===== src/rtl/pattern_search_engine.sv =====
// -----------------------------------------------------------------------------
// pattern_search_engine
//
// Purpose:
//    Start/done-driven bus master that sits beside a byte-wide data memory.
//    On an accepted start it reads a 5-bit pattern (bits [7:3] of the byte at
//    PAT_ADDR), scans NBYTES message bytes starting at MSG_ADDR and counts:
//       ctb - in-byte 5-bit windows equal to the pattern (4 windows per byte)
//       cto - bytes that contain at least one in-byte match
//       cts - matches over the whole message bit string, including windows
//             that straddle two neighbouring bytes (byte 0 is the MSB end)
//    The three counts are written to RES_ADDR, RES_ADDR+1 and RES_ADDR+2,
//    after which done is raised and held until the next accepted start.
//
// Ports:
//    clock        in   1   system clock, rising edge
//    reset_n      in   1   asynchronous active-low reset
//    start        in   1   request, sampled on a rising edge (ignored while busy)
//    done         out  1   results written; held until the next accepted start
//    busy         out  1   operation in progress (LOAD_PAT, SCAN, WR_*)
//    mem_addr     out  AW  memory address
//    mem_rd_data  in   8   memory read data, valid in the same cycle as mem_addr
//    mem_wr_en    out  1   memory write strobe, one cycle per result
//    mem_wr_data  out  8   memory write data
// -----------------------------------------------------------------------------
module pattern_search_engine #(
   parameter int NBYTES   = 32,
   parameter int MSG_ADDR = 0,
   parameter int PAT_ADDR = 32,
   parameter int RES_ADDR = 33,
   parameter int AW       = 8
) (
   input  logic          clock,
   input  logic          reset_n,
   input  logic          start,
   output logic          done,
   output logic          busy,
   output logic [AW-1:0] mem_addr,
   input  logic [7:0]    mem_rd_data,
   output logic          mem_wr_en,
   output logic [7:0]    mem_wr_data
);

   localparam int KW = (NBYTES > 1) ? $clog2(NBYTES) : 1;

   localparam logic [AW-1:0] LP_MSG_ADDR = AW'(MSG_ADDR);
   localparam logic [AW-1:0] LP_PAT_ADDR = AW'(PAT_ADDR);
   localparam logic [AW-1:0] LP_RES_CTB  = AW'(RES_ADDR);
   localparam logic [AW-1:0] LP_RES_CTO  = AW'(RES_ADDR + 1);
   localparam logic [AW-1:0] LP_RES_CTS  = AW'(RES_ADDR + 2);
   localparam logic [KW-1:0] LP_K_LAST   = KW'(NBYTES - 1);

   typedef enum logic [2:0] {
      ST_IDLE     = 3'd0,
      ST_LOAD_PAT = 3'd1,
      ST_SCAN     = 3'd2,
      ST_WR_CTB   = 3'd3,
      ST_WR_CTO   = 3'd4,
      ST_WR_CTS   = 3'd5,
      ST_DONE     = 3'd6
   } state_t;

   state_t          r_state;
   logic [KW-1:0]   r_k;
   logic [4:0]      r_pat;
   logic [3:0]      r_prev_lo;    // only the low nibble of the previous byte feeds crossing windows
   logic [7:0]      r_ctb;
   logic [7:0]      r_cto;
   logic [7:0]      r_cts;
   logic            r_done;
   logic            r_busy;
   logic [AW-1:0]   r_mem_addr;
   logic            r_mem_wr_en;
   logic [7:0]      r_mem_wr_data;

   logic [11:0]     w_win;
   logic [3:0]      w_ctb_inc;
   logic [3:0]      w_cross_inc;
   logic [3:0]      w_cts_inc;
   logic            w_cto_inc;
   logic [7:0]      w_ctb_next;
   logic [7:0]      w_cto_next;
   logic [7:0]      w_cts_next;

   // Per-byte match counts for the byte currently on the read bus.
   always_comb begin
      w_win       = {r_prev_lo, mem_rd_data};
      w_ctb_inc   = 4'd0;
      w_cross_inc = 4'd0;
      for (int i = 0; i < 4; i++) begin
         w_ctb_inc = w_ctb_inc + {3'd0, (mem_rd_data[i +: 5] == r_pat)};
      end
      // Windows 0..3 of w_win are the in-byte ones, 4..7 straddle the boundary.
      for (int j = 0; j < 8; j++) begin
         w_cross_inc = w_cross_inc + {3'd0, (w_win[j +: 5] == r_pat)};
      end
      // The first byte has no predecessor, so only its in-byte windows exist.
      w_cts_inc  = (r_k == {KW{1'b0}}) ? w_ctb_inc : w_cross_inc;
      w_cto_inc  = (w_ctb_inc != 4'd0);
      w_ctb_next = r_ctb + {4'd0, w_ctb_inc};
      w_cto_next = r_cto + {7'd0, w_cto_inc};
      w_cts_next = r_cts + {4'd0, w_cts_inc};
   end

   // Control FSM, counters and all registered bus outputs.
   always_ff @(posedge clock or negedge reset_n) begin
      if (!reset_n) begin
         r_state       <= ST_IDLE;
         r_k           <= {KW{1'b0}};
         r_pat         <= 5'd0;
         r_prev_lo     <= 4'd0;
         r_ctb         <= 8'd0;
         r_cto         <= 8'd0;
         r_cts         <= 8'd0;
         r_done        <= 1'b0;
         r_busy        <= 1'b0;
         r_mem_addr    <= {AW{1'b0}};
         r_mem_wr_en   <= 1'b0;
         r_mem_wr_data <= 8'd0;
      end else begin
         case (r_state)
            ST_IDLE, ST_DONE: begin
               if (start) begin
                  r_state     <= ST_LOAD_PAT;
                  r_done      <= 1'b0;
                  r_busy      <= 1'b1;
                  r_mem_addr  <= LP_PAT_ADDR;
                  r_mem_wr_en <= 1'b0;
               end else begin
                  r_state     <= r_state;
                  r_mem_wr_en <= 1'b0;
               end
            end
            ST_LOAD_PAT: begin
               r_pat      <= mem_rd_data[7:3];
               r_k        <= {KW{1'b0}};
               r_prev_lo  <= 4'd0;
               r_ctb      <= 8'd0;
               r_cto      <= 8'd0;
               r_cts      <= 8'd0;
               r_mem_addr <= LP_MSG_ADDR;
               r_state    <= ST_SCAN;
            end
            ST_SCAN: begin
               r_ctb     <= w_ctb_next;
               r_cto     <= w_cto_next;
               r_cts     <= w_cts_next;
               r_prev_lo <= mem_rd_data[3:0];
               if (r_k == LP_K_LAST) begin
                  // Last byte: present the final ctb so the first write needs no extra cycle.
                  r_state       <= ST_WR_CTB;
                  r_mem_addr    <= LP_RES_CTB;
                  r_mem_wr_en   <= 1'b1;
                  r_mem_wr_data <= w_ctb_next;
               end else begin
                  r_k        <= r_k + KW'(1);
                  r_mem_addr <= r_mem_addr + AW'(1);
               end
            end
            ST_WR_CTB: begin
               r_state       <= ST_WR_CTO;
               r_mem_addr    <= LP_RES_CTO;
               r_mem_wr_data <= r_cto;
            end
            ST_WR_CTO: begin
               r_state       <= ST_WR_CTS;
               r_mem_addr    <= LP_RES_CTS;
               r_mem_wr_data <= r_cts;
            end
            ST_WR_CTS: begin
               r_state     <= ST_DONE;
               r_mem_wr_en <= 1'b0;
               r_busy      <= 1'b0;
               r_done      <= 1'b1;
            end
            default: begin
               r_state     <= ST_IDLE;
               r_mem_wr_en <= 1'b0;
               r_busy      <= 1'b0;
               r_done      <= 1'b0;
            end
         endcase
      end
   end

   assign done        = r_done;
   assign busy        = r_busy;
   assign mem_addr    = r_mem_addr;
   assign mem_wr_en   = r_mem_wr_en;
   assign mem_wr_data = r_mem_wr_data;

endmodule

===== config.mk =====
export PLATFORM = sky130hd
export DESIGN_NAME = pattern_search_engine
export DESIGN_NICKNAME = d
export VERILOG_FILES = /design/src/rtl/pattern_search_engine.sv
export SDC_FILE = /design/constraint.sdc
export NUM_CORES = 1
export LEC_CHECK = 0
export BUFFER_PORTS_ARGS = -buffer_cell sky130_fd_sc_hd__buf_2
export CAP_MARGIN = 20
export CORE_ASPECT_RATIO = 2
export CORE_MARGIN = 3
export CORE_UTILIZATION = 40
export CTS_BUF_LIST = sky130_fd_sc_hd__clkbuf_16
export DETAILED_ROUTE_END_ITERATION = 7
export PLACE_DENSITY_LB_ADDON = 0.1
export SLEW_MARGIN = 5
export SYNTH_ARGS = -nofsm -noshare
export SYNTH_HDL_FRONTEND = slang
export SYNTH_SLANG_ARGS = --single-unit

===== constraint.sdc =====
create_clock -name clock -period 14.9 [get_ports clock]
set_input_delay 2.98 -clock clock [delete_from_list [all_inputs] [get_ports clock]]
set_output_delay 2.98 -clock clock [all_outputs]
set_load 0.03 [all_outputs]

==> impl_metrics.env, run 1 <==
export IMPL_htreeDepth=3
export IMPL_hold_ws_ns=0.4765
export IMPL_synth_top_cell_area_share_pct=36.73
export IMPL_synth_ff_type="dfrtp_1"
export IMPL_p_per_area_mw_per_mm2=219.8
export IMPL_design_power_total_mw=1.018
export IMPL_worstPathRequired_ns=15.15
export IMPL_hp_start="mem_addr[7]"
export IMPL_skew_ns=0.005740
export IMPL_clock_sinks=60
export IMPL_dieArea_mm2=0.01154
export IMPL_dr_total_vias=3355
export IMPL_path_clk_slew_ns=0.05
export IMPL_cts_resized_gates=0
export IMPL_stdcell_count=615
export IMPL_syn_inst=461
export IMPL_fmax_ghz=0.1391
export IMPL_cts_buffer_depth=2
export IMPL_reg2reg_from="r_pat[1]"
export IMPL_routed_wl_um=10450
export IMPL_worstSkewPairLatency_ns=0.33
export IMPL_remaining_drc_errors=0
export IMPL_rows=51
export IMPL_setup_tns_ns=0
export IMPL_area_growth_pct=13.31
export IMPL_cp_arrival_ns=7.44
export IMPL_outcome="complete, no violations"
export IMPL_min_path_type="flip-flop to flip-flop"
export IMPL_grt_pass1_wl_um=17620
export IMPL_yosys_area_top_type="dfrtp_1"
export IMPL_max_slew_margin_pct=44.15
export IMPL_initial_core_util_pct=41.60
export IMPL_dp_slack_ns=7.347
export IMPL_chipHeight_um=149.0
export IMPL_diodes=0
export IMPL_first_pass_iters=4
export IMPL_vias_per_cell=5.455
export IMPL_gp_congestion=0.8234
export IMPL_synth_area_mm2=0.004088
export IMPL_synth_edff_count=0
export IMPL_place_hpwl_um=7734
export IMPL_ios=30
export IMPL_min_period_ns=7.188
export IMPL_report_final_setup_viol=0
export IMPL_final_core_util_pct=47.14
export IMPL_grt_pass1_vias=3491
export IMPL_end_kind="flip-flop"
export IMPL_synthTopCellsByArea="dfrtp_1 37%, xor2_1 6.0%, nand2_1 5.3%"
export IMPL_cp_start_kind="primary input"
export IMPL_hold_violations=0
export IMPL_rsz0062_at_grt="no"
export IMPL_ys_warn_count=0
export IMPL_r2r_cells=19
export IMPL_ctsHoldBuffers=0
export IMPL_drive_gt1_share_pct=12.42
export IMPL_grtUsageTotal_pct=19.42
export IMPL_core_region_area_mm2=0.009827
export IMPL_die_x_um=77.48
export IMPL_drv_cap=0
export IMPL_cts_buffers=9
export IMPL_synth_distinct_cells=59
export IMPL_worst_slew_pin_slew_ns=0.8261
export IMPL_ys_seq_area_share_pct=36.73
export IMPL_holdPathStages=1
export IMPL_nets=512
export IMPL_path_max_fanout=6
export IMPL_criticalPathCategory="primary input to flip-flop"
export IMPL_ir_worst_vdd_v=0.0001183
export IMPL_drt_first_iter_violations=222
export IMPL_r2r_slack_ns=9.89
export IMPL_async_reset_ff_share_pct=100.0
export IMPL_grt_start_max_net_pins=61
export IMPL_stdcell_area_mm2=0.004632
export IMPL_mappedNetlistNets=495
export IMPL_overflow=0
export IMPL_cts_tree="yes"
export IMPL_period_share_pct=48.24
export IMPL_p_leak_nw=2.048
export IMPL_root_buffer="clkbuf_16"
export IMPL_final_max_slew_viol_count=0
export IMPL_wire_per_inst_um=16.99
export IMPL_setup_ws_ns=7.712
export IMPL_hold_end="mem_addr[7]"
export IMPL_numPortBuffers=29
export IMPL_grt_antenna_before_repair=0
export IMPL_dpl_cell_count=599
export IMPL_avgSynthCellArea_um2=8.867
export IMPL_post_cts_buffers=0
export IMPL_postPlaceCellArea_mm2=0.004300
export IMPL_antenna_left=0
export IMPL_ys_ff_latch=60
export IMPL_r2r_end="r_cts[6]"
cells in the mapped netlist, types with 7 or more instances:
| library cell | number |
|---|---|
| a22o_1 | 10 |
| nand3_1 | 21 |
| dfrtp_1 | 60 |
| xor2_1 | 28 |
| o22ai_1 | 7 |
| o21ai_0 | 42 |
| buf_2 | 9 |
| o21a_1 | 8 |
| a21oi_1 | 21 |
| inv_1 | 24 |
| nor2_1 | 20 |
| nand2_1 | 58 |
| clkbuf_1 | 11 |
| ha_1 | 17 |
| nor3_1 | 11 |
| xnor2_1 | 24 |
critical path, stage by stage:
cell,delay (ns)
buf_2,0.15
xor2_1,0.17
nor3_1,0.18
nand3_1,0.12
fa_1,0.55
inv_1,0.04
ha_1,0.35
fa_1,0.52
fa_1,0.45
inv_1,0.08
fa_1,0.41
nand2_1,0.07
a21boi_1,0.21
inv_1,0.09
fa_1,0.43
inv_1,0.07
a21o_1,0.11
a21oi_1,0.11
nor3_1,0.16
a2bb2oi_1,0.19
cell families (layout without fill, tap and decap cells):
family | after synthesis | count (layout) | share of synthesized area, %
buffers and inverters | 52 | 74 | 5.510
AND/OR/NAND/NOR | 143 | 143 | 17.60
AO/OA/AOI/OAI | 127 | 127 | 19.90
XOR/XNOR | 52 | 52 | 11.14
flip-flops | 60 | 60 | 36.73
adder cells (fa/ha/maj) | 23 | 23 | 8.142
multiplexers | 4 | 4 | 0.9795
where the power goes:
part	total, mW	leakage [nW]	internal [mW]	switching (mW)
Sequential	0.293	0.781	0.214	0.0789
Combinational	0.490	1.10	0.189	0.301
Clock	0.235	0.166	0.161	0.0737
cells in the final DEF (no fill, tap or decap), types with 6 or more instances in the layout:
cell type / n
inv_1: 25
a22o_1: 10
o31ai_1: 6
nand2_1: 58
xnor2_1: 24
o21a_1: 8
nor2_1: 20
o21ai_0: 42
nand3_1: 21
a31oi_1: 6
nor3_1: 11
clkbuf_16: 9
fa_1: 6
o22ai_1: 7
xor2_1: 28
dfrtp_1: 60
buf_2: 29
a21oi_1: 21
ha_1: 17
area by class of cell:
class,instances,area (µm²)
Timing Repair Buffer,34,182.7
Sequential cell,60,1501
Fill cell,1003,5195
Inverter,24,90.09
Clock buffer,9,225.2
Multi-Input combinational cell,349,2361
Clock inverter,7,106.4
Tap cell,132,165.2
worst max-delay path by stage:
stage / depth (start not counted) / slack [ns] / from / to
6_report: 20 / 7.71 / mem_rd_data[3] / r_cts[6]
2_1_floorplan: 20 / 7.63 / mem_rd_data[3] / r_cts[4]
3_5_place_dp: 20 / 7.35 / mem_rd_data[3] / r_cts[4]
3_3_place_gp: 20 / 7.45 / mem_rd_data[3] / r_cts[4]
4_1_cts: 20 / 7.69 / mem_rd_data[3] / r_cts[6]
5_1_grt: 20 / 7.38 / mem_rd_data[3] / r_cts[4]
registers in the layout (all words and copies together), names as in the netlist:
name	flops
mem_wr_en	1
r_cto	8
busy	1
r_ctb	8
r_pat	5
r_k	5
mem_wr_data	8
r_cts	8
r_prev_lo	4
mem_addr	8
r_state	3
done	1
per-layer routing:
layer / vias up / GRT usage [%] / share of wire [%]
met1: 1631 / 22.30 / 40
met3: 16 / 2.781 / 3.0
met5: - / 0 / 0
met2: 57 / 35.18 / 55
li1: 1651 / - / -
met4: 0 / 8.734 / 2.1
No activity file was read; power rests on OpenSTA's default activity.
==> run 2: changes to the inputs <==
--- a/config.mk
+++ b/config.mk
@@ -5,6 +5,7 @@
 export SDC_FILE = /design/constraint.sdc
 export NUM_CORES = 1
 export LEC_CHECK = 0
+export ABC_AREA = 1
 export BUFFER_PORTS_ARGS = -buffer_cell sky130_fd_sc_hd__buf_2
 export CAP_MARGIN = 20
 export CORE_ASPECT_RATIO = 2
==> constraint.sdc (replaced) <==
create_clock -name clock -period 6.8 [get_ports clock]
set_input_delay 1.36 -clock clock [delete_from_list [all_inputs] [get_ports clock]]
set_output_delay 1.36 -clock clock [all_outputs]
set_load 0.03 [all_outputs]
==> impl_metrics.env, run 2 <==
export IMPL_cts_resized_gates=0
export IMPL_path_delay_family="adder cells"
export IMPL_min_path_type="flip-flop to flip-flop"
export IMPL_grt_antenna_before_repair=0
export IMPL_final_core_util_pct=46.93
export IMPL_r2r_cells=21
export IMPL_grtUsageTotal_pct=19.62
export IMPL_first_pass_iters=4
export IMPL_htreeDepth=3
export IMPL_ys_seq_area_share_pct=36.65
export IMPL_root_buffer="clkbuf_16"
export IMPL_die_x_um=77.56
export IMPL_hold_ws_ns=0.4689
export IMPL_synth_top_cell_area_share_pct=36.65
export IMPL_crit_buf_inv=6
export IMPL_synth_distinct_cells=39
export IMPL_ios=30
export IMPL_nets=594
export IMPL_min_period_ns=5.757
export IMPL_routed_wl_um=10320
export IMPL_synthTopCellsByArea="dfrtp_1 37%, nand2_1 11%, inv_1 6.5%"
export IMPL_ctsHoldBuffers=0
export IMPL_max_slew_margin_pct=45.59
export IMPL_grt_pass1_wl_um=17430
export IMPL_synth_area_mm2=0.004096
export IMPL_startpoint="mem_rd_data[4]"
export IMPL_dp_slack_ns=0.7244
export IMPL_slowest_delay_ns=0.55
export IMPL_rows=51
export IMPL_grt_pass1_vias=3654
export IMPL_chipHeight_um=149.1
export IMPL_p_per_area_mw_per_mm2=401.7
export IMPL_place_hpwl_um=7779
export IMPL_antenna_left=0
export IMPL_worstPathRequired_ns=7.01
export IMPL_p_leak_nw=2.320
export IMPL_yosys_area_top_type="dfrtp_1"
export IMPL_setup_ws_ns=1.043
export IMPL_dieArea_mm2=0.01156
export IMPL_syn_inst=534
export IMPL_grt_start_max_net_pins=61
export IMPL_cp_arrival_ns=5.97
export IMPL_r2r_end="r_cts[4]"
export IMPL_r2r_slack_ns=1.62
export IMPL_mappedNetlistNets=568
export IMPL_period_share_pct=84.66
export IMPL_wire_per_inst_um=14.80
export IMPL_report_final_setup_viol=0
export IMPL_area_growth_pct=13.32
export IMPL_diodes=0
export IMPL_vias_per_cell=5.057
export IMPL_holdPathStages=2
export IMPL_clock_sinks=60
export IMPL_ir_worst_vdd_v=0.0001718
export IMPL_cts_buffer_depth=2
export IMPL_path_clk_slew_ns=0.05
export IMPL_ys_top_cells_by_count="116 x nand2_1, 71 x inv_1, 60 x dfrtp_1"
export IMPL_synth_edff_count=0
export IMPL_post_cts_buffers=0
export IMPL_numPortBuffers=29
export IMPL_drive_gt1_share_pct=13.81
export IMPL_reg2reg_from="r_pat[1]"
export IMPL_ys_ff_latch=60
export IMPL_remaining_drc_errors=0
export IMPL_dr_total_vias=3525
export IMPL_skew_ns=0.004902
export IMPL_cts_buffers=9
export IMPL_cts_tree="yes"
export IMPL_overflow=0
export IMPL_cp_start_kind="primary input"
export IMPL_hold_end="busy"
export IMPL_initial_core_util_pct=41.42
export IMPL_rsz0062_at_grt="no"
export IMPL_fmax_ghz=0.1737
export IMPL_synth_ff_type="dfrtp_1"
export IMPL_final_max_slew_viol_count=0
export IMPL_hp_start="busy"
export IMPL_async_reset_ff_share_pct=100.0
export IMPL_slowest_stage="fa_1"
export IMPL_layout_commonest_cell="nand2_1"
export IMPL_hold_violations=0
export IMPL_gp_congestion=0.8773
export IMPL_avgSynthCellArea_um2=7.671
export IMPL_path_max_fanout=7
export IMPL_core_region_area_mm2=0.009891
export IMPL_yosysMostFrequentCell="nand2_1"
export IMPL_criticalPathCategory="primary input to flip-flop"
export IMPL_setup_tns_ns=0
export IMPL_worst_slew_pin_slew_ns=0.8161
export IMPL_worstSkewPairLatency_ns=0.33
export IMPL_path_cells="buf_2, or2_2, a21oi_1, nand3_1, fa_1, inv_1, ha_1, fa_1, fa_1, inv_1, fa_1, or2_2, o21ai_0, inv_1, fa_1, inv_1, nand3_1, nand2_1, nand2_1, o21ai_0, inv_1"
export IMPL_drv_cap=0
export IMPL_end_kind="flip-flop"
export IMPL_layout_common_cells="116 x nand2_1, 71 x inv_1, 60 x dfrtp_1"
export IMPL_ys_warn_count=0
export IMPL_outcome="complete, no violations"
export IMPL_drt_first_iter_violations=152
[run 2: cell families (layout without fill, tap and decap cells)]
group	count (synthesis)	count (layout)	synth area share, %
xor gates and xnor gates	31	31	6.628
DFF	60	60	36.65
adders and majority gates	23	23	8.125
AOI/OAI and AO/OA	74	74	9.988
and+or+nand+nor	253	253	29.41
buffers and inverters	93	124	9.194
[run 2: layer usage]
layer,up-vias,wire [µm],track usage (%)
met5,-,0,0
met4,0,414,10.61
met3,26,219,3.265
met2,51,5793,37.13
met1,1677,3889,20.02
li1,1771,-,-
[run 2: metrics by stage]
step	area, µm²	std cells	power (mW)
2_1_floorplan	4096	534	1.194
3_3_place_gp	4335	681	1.406
3_5_place_dp	4335	681	1.410
4_1_cts	4642	697	1.900
5_1_grt	4642	697	2.026
6_report	4642	697	1.865
[run 2: worst max path at each step]
stage	slack [ns]	depth (start not counted)	end
3_5_place_dp	0.72	21	r_cts[4]
3_3_place_gp	0.84	21	r_cts[4]
2_1_floorplan	0.98	22	r_cts[6]
5_1_grt	0.75	21	r_cts[4]
4_1_cts	1.06	21	r_cts[4]
6_report	1.04	21	r_cts[4]
[run 2: worst min-delay path, delay by kind of cell, from the launching register on]
| family | cells | cell delay [ns] |
|---|---|---|
| AND/OR/NAND/NOR | 2 | 0.09 |
| flip-flops | 1 | 0.34 |
[run 2: report_power, final]
| group | total (mW) | switching [mW] | internal (mW) |
|---|---|---|---|
| clock network | 0.476 | 0.161 | 0.315 |
| registers | 0.572 | 0.125 | 0.447 |
| logic | 0.817 | 0.544 | 0.272 |
[run 2: cell type report]
class	count	area, µm²
fill	1016	5249
timing repair buffer	30	152.6
clock inverter	7	81.33
inverter	78	297.8
sequential	60	1501
tap	132	165.2
clock buffer	9	225.2
multi-input combinational	381	2218
==> run 3: changes to the inputs <==
==> constraint.sdc (replaced) <==
create_clock -name clock -period 5.15 [get_ports clock]
set_input_delay 1.03 -clock clock [delete_from_list [all_inputs] [get_ports clock]]
set_output_delay 1.03 -clock clock [all_outputs]
set_load 0.03 [all_outputs]
==> impl_metrics.env, run 3 (synthesized netlist as in run 2, its figures left out) <==
export IMPL_setup_tns_ns=0
export IMPL_p_per_area_mw_per_mm2=527.1
export IMPL_r2r_end="r_cts[6]"
export IMPL_hold_end="busy"
export IMPL_final_max_slew_viol_count=0
export IMPL_gp_congestion=0.8854
export IMPL_grt_antenna_before_repair=0
export IMPL_worstSkewPairLatency_ns=0.33
export IMPL_slowest_delay_ns=0.54
export IMPL_cts_buffer_depth=2
export IMPL_cts_buffers=9
export IMPL_min_period_ns=4.887
export IMPL_antenna_left=0
export IMPL_grt_start_max_net_pins=38
export IMPL_skew_ns=0.008013
export IMPL_clock_sinks=60
export IMPL_nets=611
export IMPL_max_slew_margin_pct=50.49
export IMPL_area_growth_pct=17.13
export IMPL_path_max_fanout=3
export IMPL_reg2reg_from="r_pat[1]"
export IMPL_routed_wl_um=10760
export IMPL_die_x_um=77.56
export IMPL_grtUsageTotal_pct=20.05
export IMPL_cts_tree="yes"
export IMPL_dieArea_mm2=0.01156
export IMPL_period_share_pct=94.89
export IMPL_hp_start="busy"
export IMPL_path_cells="buf_2, or2_2, a21oi_2, nand3_1, fa_1, inv_1, ha_4, fa_1, fa_2, inv_1, fa_1, or2_2, o21ai_2, inv_2, fa_2, inv_1, nand3_1, nand2_2, nand3_1, nand2_1, and2_1, nor2_1"
export IMPL_r2r_slack_ns=0.49
export IMPL_startpoint="mem_rd_data[4]"
export IMPL_outcome="complete, no violations"
export IMPL_r2r_cells=23
export IMPL_numPortBuffers=29
export IMPL_layout_common_cells="115 x nand2_1, 70 x inv_1, 60 x dfrtp_1"
export IMPL_first_pass_iters=4
export IMPL_root_buffer="clkbuf_16"
export IMPL_worstPathRequired_ns=5.37
export IMPL_fmax_ghz=0.2046
export IMPL_end_kind="flip-flop"
export IMPL_cp_arrival_ns=5.10
export IMPL_layout_commonest_cell="nand2_1"
export IMPL_remaining_drc_errors=0
export IMPL_holdPathStages=2
export IMPL_cp_start_kind="primary input"
export IMPL_dpl_cell_count=698
export IMPL_p_leak_nw=2.397
export IMPL_path_clk_slew_ns=0.05
export IMPL_ir_worst_vdd_v=0.0002432
export IMPL_dr_total_vias=3638
export IMPL_criticalPathCategory="primary input to flip-flop"
export IMPL_worst_slew_pin_slew_ns=0.7409
export IMPL_rsz0062_at_grt="no"
export IMPL_drv_cap=0
export IMPL_htreeDepth=3
export IMPL_diodes=0
export IMPL_vias_per_cell=5.095
export IMPL_initial_core_util_pct=41.42
export IMPL_hold_violations=0
export IMPL_stdcell_count=714
export IMPL_overflow=0
export IMPL_chipHeight_um=149.1
export IMPL_rows=51
export IMPL_path_delay_family="adder cells"
export IMPL_grt_pass1_wl_um=18020
export IMPL_crit_buf_inv=5
export IMPL_drt_first_iter_violations=130
export IMPL_post_cts_buffers=0
export IMPL_ctsHoldBuffers=0
export IMPL_slowest_stage="fa_1"
export IMPL_drive_gt1_share_pct=17.53
export IMPL_wire_per_inst_um=15.07
export IMPL_min_path_type="flip-flop to flip-flop"
export IMPL_core_region_area_mm2=0.009891
export IMPL_place_hpwl_um=8359
export IMPL_cts_resized_gates=0
export IMPL_report_final_setup_viol=0
export IMPL_fill_cells=990
export IMPL_ios=30
export IMPL_grt_pass1_vias=3805
-- run 3: changes by cell type in the layout (fill, tap and decap cells not counted), sizes merged --
| cell | delta |
|---|---|
| buf | +17 |
| clkinvlp | +1 |
| inv | +1 |
| clkinv | -2 |
-- run 3: worst register-to-register path, delay by kind of cell (launching register included) --
kind	cells	cell delay [ns]
AOI/OAI and AO/OA	1	0.08
adders and majority gates	6	2.28
buffers and inverters	6	0.57
DFF	1	0.50
and+or+nand+nor	10	1.13
-- run 3: stage by stage --
stage	power (mW)	utilization, %	instance area, µm²	worst slack [ns]	hold WS, ns
floorplan	1.585	-	4119	0.004229	0.4594
global placement	1.914	45.34	4484	-0.08802	0.4522
detailed placement	1.929	45.34	4484	-0.1102	0.4598
CTS	2.562	48.45	4792	0.2301	0.4730
global route	2.740	48.51	4798	0.01539	0.5070
finish	2.529	48.51	4798	0.2630	0.4660
-- run 3: worst max path at each step --
stage,endpoint,depth (start not counted)
after global routing,r_cts[6],22
after global placement,r_cts[4],21
final,r_cts[6],22
after detailed placement,r_cts[6],22
after CTS,r_cts[6],22
after floorplan,r_cts[6],22
-- run 3: power breakdown --
| part | switching [mW] | total [mW] | internal, mW |
|---|---|---|---|
| logic | 0.767 | 1.17 | 0.399 |
| clock network | 0.211 | 0.627 | 0.416 |
| registers | 0.145 | 0.736 | 0.590 |
| total | 1.12 | 2.53 | 1.41 |
-- run 3: area by class of cell --
type | instances | area, µm² | area share [%]
Inverter | 78 | 297.8 | 6.206
Multi-Input combinational cell | 381 | 2246 | 46.81
Sequential cell | 60 | 1501 | 31.29
Clock buffer | 9 | 225.2 | 4.694
Clock inverter | 7 | 82.58 | 1.721
Tap cell | 132 | 165.2 | 3.442
Timing Repair Buffer | 47 | 280.3 | 5.841
-- run 3: layer usage --
| layer | part of all wire (%) | up-vias | GRT usage [%] | routed length (µm) |
|---|---|---|---|---|
| met1 | 35 | 1715 | 19.05 | 3713 |
| met4 | 4.4 | 0 | 10.87 | 473 |
| met2 | 58 | 85 | 39.47 | 6208 |
| met3 | 3.4 | 33 | 3.386 | 362 |
| li1 | - | 1805 | - | - |
| met5 | 0 | - | 0 | 0 |
